$ cat src/rtl/digit_match_pkg.sv
// Shared types and constants for the digit match sequencer: image geometry,
// score width, controller states and the shared absolute-difference helper.
package digit_match_pkg;

  localparam int NUM_DIGITS = 10;
  localparam int IMG_W      = 11;
  localparam int NPIX       = 121;
  localparam int PIX_W      = 8;
  localparam int SCORE_W    = 16;

  localparam logic [6:0] LAST_ADDR  = 7'(NPIX - 1);
  localparam logic [3:0] LAST_DIGIT = 4'(NUM_DIGITS - 1);

  typedef enum logic [2:0] {
    S_IDLE = 3'd0,
    S_RUN  = 3'd1,
    S_LAST = 3'd2,
    S_CMP  = 3'd3,
    S_DONE = 3'd4
  } state_t;

  typedef logic [PIX_W-1:0]   pix_t;
  typedef logic [SCORE_W-1:0] score_t;

  // Unsigned magnitude of the difference; never negative.
  function automatic pix_t abs_diff(input pix_t a, input pix_t b);
    pix_t d;
    if (a >= b) begin
      d = a - b;
    end else begin
      d = b - a;
    end
    return d;
  endfunction

endpackage

$ cat src/rtl/digit_match_sequencer_if.sv
// Handshake and pixel-port bundle between the controller, the image buffer
// and the consumer of the recognised digit.
interface digit_match_sequencer_if;
  import digit_match_pkg::*;

  logic       start;
  logic [6:0] pix_addr;
  logic       pix_rd;
  pix_t       pix_data;
  logic       busy;
  logic       done;
  logic [3:0] digit_out;
  score_t     score_out;

  modport master (
    output start, pix_data,
    input  pix_addr, pix_rd, busy, done, digit_out, score_out
  );

  modport slave (
    input  start, pix_data,
    output pix_addr, pix_rd, busy, done, digit_out, score_out
  );

endinterface

$ cat src/rtl/digit_match_sequencer_rom.sv
// Stored digit templates: seven-segment style glyphs on the 11x11 grid,
// ink pixels at a high level over a uniform dark background.
module digit_template_rom
  import digit_match_pkg::*;
(
  input  logic [3:0] digit,
  input  logic [6:0] addr,
  output pix_t       value
);

  localparam pix_t INK_LEVEL = 8'd224;
  localparam pix_t BG_LEVEL  = 8'd16;

  logic [6:0] row_s;
  logic [6:0] col_s;
  logic [6:0] mask_s;
  logic [6:0] hit_s;

  // Decode address into segment hits and look up the digit's segment mask.
  always_comb begin
    row_s = addr / 7'(IMG_W);
    col_s = addr - (row_s * 7'(IMG_W));
    hit_s[0] = (row_s == 7'd1) && (col_s >= 7'd2) && (col_s <= 7'd8);
    hit_s[1] = (col_s == 7'd8) && (row_s >= 7'd1) && (row_s <= 7'd5);
    hit_s[2] = (col_s == 7'd8) && (row_s >= 7'd5) && (row_s <= 7'd9);
    hit_s[3] = (row_s == 7'd9) && (col_s >= 7'd2) && (col_s <= 7'd8);
    hit_s[4] = (col_s == 7'd2) && (row_s >= 7'd5) && (row_s <= 7'd9);
    hit_s[5] = (col_s == 7'd2) && (row_s >= 7'd1) && (row_s <= 7'd5);
    hit_s[6] = (row_s == 7'd5) && (col_s >= 7'd2) && (col_s <= 7'd8);
    case (digit)
      4'd0:    mask_s = 7'h3F;
      4'd1:    mask_s = 7'h06;
      4'd2:    mask_s = 7'h5B;
      4'd3:    mask_s = 7'h4F;
      4'd4:    mask_s = 7'h66;
      4'd5:    mask_s = 7'h6D;
      4'd6:    mask_s = 7'h7D;
      4'd7:    mask_s = 7'h07;
      4'd8:    mask_s = 7'h7F;
      4'd9:    mask_s = 7'h6F;
      default: mask_s = 7'h00;
    endcase
    if ((mask_s & hit_s) != 7'h00) begin
      value = INK_LEVEL;
    end else begin
      value = BG_LEVEL;
    end
  end

endmodule

$ cat src/rtl/digit_match_sequencer.sv
// Sequential template matcher: streams the image once per template through a
// single abs-difference unit and keeps the lowest-scoring digit.
module digit_match_sequencer
  import digit_match_pkg::*;
(
  input  logic                    iCLK,
  input  logic                    iRST_N,
  digit_match_sequencer_if.slave  bus
);

  state_t     state_r;
  logic [3:0] digit_r;
  logic [6:0] addr_r;
  score_t     acc_r;
  score_t     best_r;
  logic [3:0] best_digit_r;
  logic [6:0] pix_addr_r;
  logic       pix_rd_r;
  logic       busy_r;
  logic       done_r;
  logic [3:0] digit_out_r;
  score_t     score_out_r;

  logic [6:0] tmpl_addr_s;
  pix_t       tmpl_s;
  pix_t       diff_s;
  score_t     acc_sum_s;
  score_t     best_next_s;
  logic [3:0] best_digit_next_s;

  digit_template_rom u_rom (
    .digit (digit_r),
    .addr  (tmpl_addr_s),
    .value (tmpl_s)
  );

  // Data returning now belongs to the address issued one cycle earlier.
  always_comb begin
    if (state_r == S_LAST) begin
      tmpl_addr_s = addr_r;
    end else begin
      tmpl_addr_s = addr_r - 7'd1;
    end
    diff_s    = abs_diff(bus.pix_data, tmpl_s);
    acc_sum_s = acc_r + score_t'(diff_s);
    if (acc_r < best_r) begin
      best_next_s       = acc_r;
      best_digit_next_s = digit_r;
    end else begin
      best_next_s       = best_r;
      best_digit_next_s = best_digit_r;
    end
  end

  // Controller FSM with counters, accumulator and registered outputs.
  always_ff @(posedge iCLK or negedge iRST_N) begin
    if (!iRST_N) begin
      state_r      <= S_IDLE;
      digit_r      <= 4'd0;
      addr_r       <= 7'd0;
      acc_r        <= '0;
      best_r       <= '1;
      best_digit_r <= 4'd0;
      pix_addr_r   <= 7'd0;
      pix_rd_r     <= 1'b0;
      busy_r       <= 1'b0;
      done_r       <= 1'b0;
      digit_out_r  <= 4'd0;
      score_out_r  <= '0;
    end else begin
      case (state_r)
        S_IDLE: begin
          if (bus.start) begin
            digit_r      <= 4'd0;
            addr_r       <= 7'd0;
            acc_r        <= '0;
            best_r       <= '1;
            best_digit_r <= 4'd0;
            pix_addr_r   <= 7'd0;
            pix_rd_r     <= 1'b1;
            busy_r       <= 1'b1;
            state_r      <= S_RUN;
          end
        end
        S_RUN: begin
          if (addr_r != 7'd0) begin
            acc_r <= acc_sum_s;
          end
          if (addr_r == LAST_ADDR) begin
            pix_rd_r <= 1'b0;
            state_r  <= S_LAST;
          end else begin
            addr_r     <= addr_r + 7'd1;
            pix_addr_r <= addr_r + 7'd1;
          end
        end
        S_LAST: begin
          acc_r   <= acc_sum_s;
          state_r <= S_CMP;
        end
        S_CMP: begin
          best_r       <= best_next_s;
          best_digit_r <= best_digit_next_s;
          if (digit_r == LAST_DIGIT) begin
            digit_out_r <= best_digit_next_s;
            score_out_r <= best_next_s;
            done_r      <= 1'b1;
            busy_r      <= 1'b0;
            state_r     <= S_DONE;
          end else begin
            digit_r    <= digit_r + 4'd1;
            addr_r     <= 7'd0;
            acc_r      <= '0;
            pix_addr_r <= 7'd0;
            pix_rd_r   <= 1'b1;
            state_r    <= S_RUN;
          end
        end
        S_DONE: begin
          done_r  <= 1'b0;
          state_r <= S_IDLE;
        end
        default: begin
          pix_rd_r <= 1'b0;
          busy_r   <= 1'b0;
          done_r   <= 1'b0;
          state_r  <= S_IDLE;
        end
      endcase
    end
  end

  assign bus.pix_addr  = pix_addr_r;
  assign bus.pix_rd    = pix_rd_r;
  assign bus.busy      = busy_r;
  assign bus.done      = done_r;
  assign bus.digit_out = digit_out_r;
  assign bus.score_out = score_out_r;

endmodule

$ cat src/flat_wrapper.sv
// flat-port wrapper written by rule: the top's interface ports become plain ports
module digit_match_sequencer_flat import digit_match_pkg::*;
  (iCLK, iRST_N, bus_start, bus_pix_data, bus_pix_addr, bus_pix_rd, bus_busy, bus_done, bus_digit_out, bus_score_out);
  digit_match_sequencer_if bus_i ();
  input  logic iCLK;
  input  logic iRST_N;
  input wire logic [$bits(bus_i.start)-1:0] bus_start;
  input wire logic [$bits(bus_i.pix_data)-1:0] bus_pix_data;
  output wire logic [$bits(bus_i.pix_addr)-1:0] bus_pix_addr;
  output wire logic [$bits(bus_i.pix_rd)-1:0] bus_pix_rd;
  output wire logic [$bits(bus_i.busy)-1:0] bus_busy;
  output wire logic [$bits(bus_i.done)-1:0] bus_done;
  output wire logic [$bits(bus_i.digit_out)-1:0] bus_digit_out;
  output wire logic [$bits(bus_i.score_out)-1:0] bus_score_out;
  assign bus_i.start = bus_start;
  assign bus_i.pix_data = bus_pix_data;
  assign bus_pix_addr = bus_i.pix_addr;
  assign bus_pix_rd = bus_i.pix_rd;
  assign bus_busy = bus_i.busy;
  assign bus_done = bus_i.done;
  assign bus_digit_out = bus_i.digit_out;
  assign bus_score_out = bus_i.score_out;
  digit_match_sequencer u_core (.iCLK(iCLK), .iRST_N(iRST_N), .bus(bus_i));
endmodule
$ cat config.mk
export PLATFORM = sky130hd
export DESIGN_NAME = digit_match_sequencer_flat
export DESIGN_NICKNAME = d
export VERILOG_FILES = /design/src/rtl/digit_match_pkg.sv /design/src/rtl/digit_match_sequencer_if.sv /design/src/rtl/digit_match_sequencer_rom.sv /design/src/rtl/digit_match_sequencer.sv /design/src/flat_wrapper.sv
export SDC_FILE = /design/constraint.sdc
export NUM_CORES = 1
export LEC_CHECK = 0
export ABC_AREA = 0
export CORE_UTILIZATION = 61
export CTS_CLUSTER_DIAMETER = 40
export DETAILED_ROUTE_END_ITERATION = 16
export HOLD_SLACK_MARGIN = 0.06
export PLACE_DENSITY = 0.87
export SLEW_MARGIN = 20
export SYNTH_ARGS = -nofsm -noshare
export SYNTH_HDL_FRONTEND = slang
export SYNTH_HIERARCHICAL = 1
export SYNTH_SLANG_ARGS = --single-unit
$ cat constraint.sdc
create_clock -name iCLK -period 12.08 [get_ports iCLK]
set_input_delay 1.208 -clock iCLK [delete_from_list [all_inputs] [get_ports iCLK]]
set_output_delay 1.208 -clock iCLK [all_outputs]
set_load 0.02 [all_outputs]
==> results.md, run 1 <==
* Status: complete, no violations
* Most frequent cells in the layout: 73 x nand2_1, 70 x inv_1, 69 x ha_1
* Seq/Total Area, Yosys at between 20% and 30%
* CP required at 12300 ps
* Crit share post-route at a little over four fifths
* Worst setup EP type: flip-flop
* Synth cell types at 72
* DR iter-0 viols at a little over 300
* Routability cong. at just under 0.9
* Worst Hold Path Cells at 1
* Hold Path End: u_core/bus.digit_out[1]
* Final Skew at 5.57 ps
* Htree depth at 3
* Initial core utilization at approximately 63%
* Routed via count at 5401
* Total wire length at 14000 µm
* CTS tree: yes
* Clock sink total at 73
* Syn Area/Cell at 8.39 µm²
* PortBufs at 40
* Hold WC Path Type: flip-flop to flip-flop
* Critical path class: flip-flop to flip-flop
* Pin count of the biggest net entering global routing at 74
* Area of the die at 10700 µm²
* Die W at around 100 µm
* Ys flop type: dfrtp_1
* Worst-Skew Late Latency at 350 ps
* Fillers at 735
* Root buf cell: clkbuf_8
* First-pass GRT wire length at 22900 µm
* Post-synth EDFFs at 0
* Worst setup SP type: flip-flop
* Clk buf depth at 2
* Final Hold Vio Count at 0
* RSZ-0062 raised after global routing: no
* Wire length per cell at 15.5 µm
* # DRC at 0
* Area growth syn-to-layout at 9.42%
* Vias per std cell at 5.99
* Max stage delay cell, worst path: o41ai_1
* Final #Nets at roughly 850
* Count of boundary I/O pins at a little over 40
* DP Wirelength at 10400 µm
* Mapped Cells at approximately 750
* CTS Buf Count at 9
* FP Rows at 36
* Setup-failing EPs final at 0
* Worst-Margin Slew at 1000 ps
* R2R cell count at 39
* TNS Setup at 0 ps
* Core footprint at 9860 µm²
* Ys async rst share at between 90% and 100%
* CTS clk-pin slew, worst paths at 70 ps
* Flop-to-flop setup slack at approximately 1900 ps
* Initial antenna violation count at 0
* Final slew viol count at 0
* Delay-heaviest family, CP: compound AO/OA/AOI/OAI gates
* Die Height at 103 µm
* Layout cells sized above 1 at under 10%
* Mapped cell area at 6260 µm²
* Relative slew margins at roughly 33%
* Pre-antenna DRT Iters at 5
* Gr usage total at between 20 and 30%
* R2r endpoint: u_core/acc_r[10]
* Ant diodes at 0
* Area of the multi-input gates at 3930 µm²
* Max-cap violation count at 0
* Routed Antenna Nets at 0
* Reg2Reg Launch Point: u_core/state_r[0]
* Yosys warns at 6
* Final worst slack at 1870 ps
* Critical Path AT at roughly 10000 ps
* WP buf/inv at 4
* Setup bufs post-CTS at 0
* Fin crit period at a little over 10000 ps
* Most common cell after layout, fill and taps aside: nand2_1
* Number of gates resized after cts at 0
* Peak Freq at 98.0 MHz
* Gr ovfl total at 0
* Hold_sp: u_core/best_digit_r[1]
* Register area at 1850 µm²
* Worst slack, placed at between 1500 and 2000 ps
* Largest stage delay, worst path at 680 ps
* Hold Buf Count CTS at 0
* Cell repeated most along the worst path: ha_1
* Vias in the first global route at 5033
* Critical Path Fanout Max at 16
* Number of synthesized register bits at 73
per-stage QoR:
step / util [%] / hold slack, ps / std cells / cell area [µm²]
5_1_grt: 69.4 / 545 / 902 / 6850
6_report: 69.4 / 507 / 902 / 6850
3_5_place_dp: 67.5 / 495 / 886 / 6650
2_1_floorplan: - / 466 / 749 / 6270
4_1_cts: 69.3 / 508 / 902 / 6840
3_3_place_gp: 67.5 / 483 / 886 / 6650
final cells by class:
type                       count  share of cell area (%)
multi-input combinational    560                    57.4
sequential                    73                    27.0
timing repair buffer          46                    6.43
inverter                      74                    4.09
tap                          133                    2.43
clock buffer                  11                    2.21
clock inverter                 5                   0.439
synthesized netlist by cell type, types with 3 or more instances:
library cell	number	share of area, %
a211oi_1	4	0.48
a21o_1	11	1.3
a21oi_1	54	4.3
a221o_1	19	3.0
a22o_1	4	0.56
a31oi_1	5	0.50
a32oi_1	3	0.42
and2_0	8	0.80
and2_1	11	1.1
buf_2	16	1.3
buf_4	10	1.2
clkbuf_1	14	0.84
dfrtp_1	57	23
dfstp_2	16	6.7
fa_1	7	2.2
ha_1	69	14
inv_1	70	4.2
inv_2	3	0.18
mux2i_1	9	1.4
nand2_1	73	4.4
nand2b_1	6	0.60
nand3_1	16	1.3
nand3b_1	4	0.48
nand4_1	3	0.30
nor2_1	63	3.8
nor2b_1	9	0.90
nor3_1	27	2.2
o211ai_1	4	0.48
o21a_1	5	0.60
o21ai_0	41	3.3
o21bai_1	3	0.36
o22ai_1	4	0.40
o311ai_0	3	0.42
o31ai_1	9	1.1
or3_1	5	0.50
or4_1	3	0.36
xnor2_1	20	2.8
xor2_1	14	2.0
sequential cells by signal, indices dropped and copies added (netlist names):
name	count
u_core/best_r	16
u_core/bus.pix_rd	1
u_core/best_digit_r	4
u_core/bus.pix_addr	7
u_core/bus.digit_out	4
u_core/digit_r	4
u_core/bus.score_out	16
u_core/bus.done	1
u_core/bus.busy	1
u_core/state_r	3
u_core/acc_r	16
logic make-up (layout without fill, tap and decap cells):
kind of cell,count (synthesis),in the layout,share of synthesized area [%]
AND/OR/NAND/NOR,235,235,17.5
adder cells (fa/ha/maj),76,76,16.0
other,1,4,0.0599
multiplexers,12,12,2.10
flip-flops,73,73,29.5
buffers and inverters,116,136,8.16
AO/OA/AOI/OAI,199,199,21.9
XOR/XNOR,34,34,4.76
layer usage:
| layer | global-route usage (%) | vias up | wire [µm] |
|---|---|---|---|
| li1 | - | 2638 | - |
| met1 | 35.2 | 2548 | 6120 |
| met2 | 46.5 | 191 | 6910 |
| met3 | 4.44 | 24 | 682 |
| met4 | 9.10 | 0 | 257 |
| met5 | 0 | - | 0 |
how the worst max path moves through the flow:
stage,from,end,slack [ps],cells after the start
finish,u_core/state_r[0],u_core/acc_r[10],1870,39
detailed placement,u_core/state_r[0],u_core/acc_r[10],1730,39
global route,u_core/state_r[0],u_core/acc_r[10],1070,39
global placement,u_core/state_r[0],u_core/acc_r[10],2330,41
floorplan,u_core/state_r[1],u_core/acc_r[12],3430,45
CTS,u_core/state_r[0],u_core/acc_r[10],1640,39
Power of run 1 is left out: the tool's default activity adds up to more than one toggle a clock period on the data nets, which glitch-free logic cannot reach.
==> inputs of run 2 (changes only) <==
--- a/config.mk
+++ b/config.mk
@@ -6,11 +6,11 @@
 export NUM_CORES = 1
 export LEC_CHECK = 0
 export ABC_AREA = 0
-export CORE_UTILIZATION = 61
+export CORE_UTILIZATION = 55
 export CTS_CLUSTER_DIAMETER = 40
 export DETAILED_ROUTE_END_ITERATION = 16
 export HOLD_SLACK_MARGIN = 0.06
-export PLACE_DENSITY = 0.87
+export PLACE_DENSITY = 0.83
 export SLEW_MARGIN = 20
 export SYNTH_ARGS = -nofsm -noshare
 export SYNTH_HDL_FRONTEND = slang
==> constraint.sdc (replaced) <==
create_clock -name iCLK -period 9.1 [get_ports iCLK]
set_input_delay 0.91 -clock iCLK [delete_from_list [all_inputs] [get_ports iCLK]]
set_output_delay 0.91 -clock iCLK [all_outputs]
set_load 0.02 [all_outputs]
==> run 2 against run 1 <==
Via count up 2.4%. Worst setup slack worse by 1500 ps. Largest cell class unchanged. Critical path depth up 2. Global-route usage down 1.8 points.
==> results.md, run 2 (synthesized netlist as in run 1, its figures left out) <==
* Die W at between 100 and 150 µm
* Htree depth at 3
* Vias per std cell at 5.96
* Critical Path Fanout Max at 6
* Layout cells sized above 1 at roughly 12%
* Area growth syn-to-layout at 15.5%
* Worst setup EP type: flip-flop
* Final #Nets at 871
* Peak Freq at 115 MHz
* Area of the multi-input gates at ~4000 µm²
* Total wire length at around 15000 µm
* CTS tree: yes
* Fin crit period at 8680 ps
* Most common cell after layout, fill and taps aside: nand2_1
* Vias in the first global route at 5260
* Worst Setup SP: u_core/state_r[0]
* First-pass GRT wire length at about 24000 µm
* DP Wirelength at about 10000 µm
* Status: complete, no violations
* Relative slew margins at roughly 28%
* Max stage delay cell, worst path: fa_2
* Register area at about 1800 µm²
* Root buf cell: clkbuf_16
* PortBufs at 40
* Critical path class: flip-flop to flip-flop
* Pin count of the biggest net entering global routing at 74
* Placed inst area at 6750 µm²
* Max-cap violation count at 0
* Area of the die at 11800 µm²
* Crit share post-route at 95.4%
* Hold_sp: u_core/best_digit_r[2]
* Initial core utilization at between 50 and 60%
* Routability cong. at about 0.9
* Die Height at 109 µm
* Worst setup SP type: flip-flop
* # DRC at 0
* Clk buf depth at 2
* Hold WC Path Type: flip-flop to flip-flop
* Largest stage delay, worst path at 510 ps
* Worst slack, placed at -10.4 ps
* Wire length per cell at between 15 and 20 µm
* Final worst slack at 417 ps
* Hold Buf Count CTS at 0
* Final Cell Area at between 7000 and 8000 µm²
* Critical Path AT at 8870 ps
* DR iter-0 viols at 413
* Gr usage total at 25.4%
* Worst-Margin Slew at between 1000 and 1500 ps
* Worst-Skew Late Latency at about 340 ps
* Final slew viol count at 0
* Most frequent cells in the layout: 73 x nand2_1, 70 x inv_1, 68 x ha_1
* Core footprint at 11000 µm²
* CP required at 9290 ps
* Final Hold Vio Count at 0
* Fillers at 856
* Count of boundary I/O pins at 41
* Final Skew at 7.41 ps
* Cell repeated most along the worst path: ha_1
* CTS Buf Count at 9
* Routed via count at 5533
* Initial antenna violation count at 0
* Pre-antenna DRT Iters at 5
* FP Rows at 38
* Routed Antenna Nets at 0
* Ant diodes at 0
* CTS clk-pin slew, worst paths at ~60 ps
* Gr ovfl total at 0
* Clock sink total at 73
* Setup-failing EPs final at 0
* Reg2Reg Launch Point: u_core/state_r[0]
[run 2: cell count changes in the layout (fill, tap and decap cells not counted), sizes merged]
cell,previous run,this run
buf,7,27
clkbuf,11,13
clkinv,3,2
clkinvlp,2,0
bufinv,0,1
[run 2: timing repair]
action,4_1_cts,5_1_grt
buffers inserted,0,9
resized for setup,1,23
pin swaps,0,7
setup endpoints to repair,2,12
[run 2: area by class of cell]
| class | instances | share of cell area (%) |
|---|---|---|
| Timing Repair Buffer | 66 | 8.22 |
| Clock inverter | 3 | 0.554 |
| Clock buffer | 13 | 3.46 |
| Tap cell | 140 | 2.42 |
| Multi-Input combinational cell | 560 | 55.9 |
| Inverter | 74 | 3.88 |
| Sequential cell | 73 | 25.6 |
[run 2: worst paths after layout]
path                                      endpoint  slack, ps  depth (start not counted)
max in group asynchronous   u_core/bus.pix_addr[0]       7720                          2
setup / recovery                  u_core/acc_r[10]        420                         41
min in group asynchronous  u_core/bus.score_out[0]        770                          2
hold reg to reg            u_core/bus.digit_out[2]        490                          1
hold / removal             u_core/bus.digit_out[2]        490                          1
setup reg to reg                  u_core/acc_r[10]        420                         41
[run 2: metrics by stage]
| stage | cells | hold WS (ps) | setup TNS, ps | utilization [%] |
|---|---|---|---|---|
| floorplan | 749 | 466 | 0 | - |
| global placement | 904 | 480 | 0 | 61.4 |
| detailed placement | 904 | 483 | -10.4 | 61.4 |
| CTS | 920 | 494 | 0 | 64.1 |
| global route | 929 | 517 | -352 | 65.8 |
| finish | 929 | 494 | 0 | 65.8 |
[run 2: critical path: cells and delay by family, from the launching register on]
family                   cells  cell delay (ps)
buffers and inverters        7              860
XOR/XNOR                     4              770
AND/OR/NAND/NOR             10             1910
AO/OA/AOI/OAI               12             2230
adder cells (fa/ha/maj)      6             1980
flip-flops                   1              370
multiplexers                 2              360
[run 2: per-layer routing]
metal	up-vias	global-route usage (%)	routed length, µm
met5	-	0	0
met2	195	41.5	7040
met1	2627	33.8	6660
met3	25	3.95	679
met4	0	9.94	275
li1	2686	-	-
Power of run 2 is left out for the same reason.
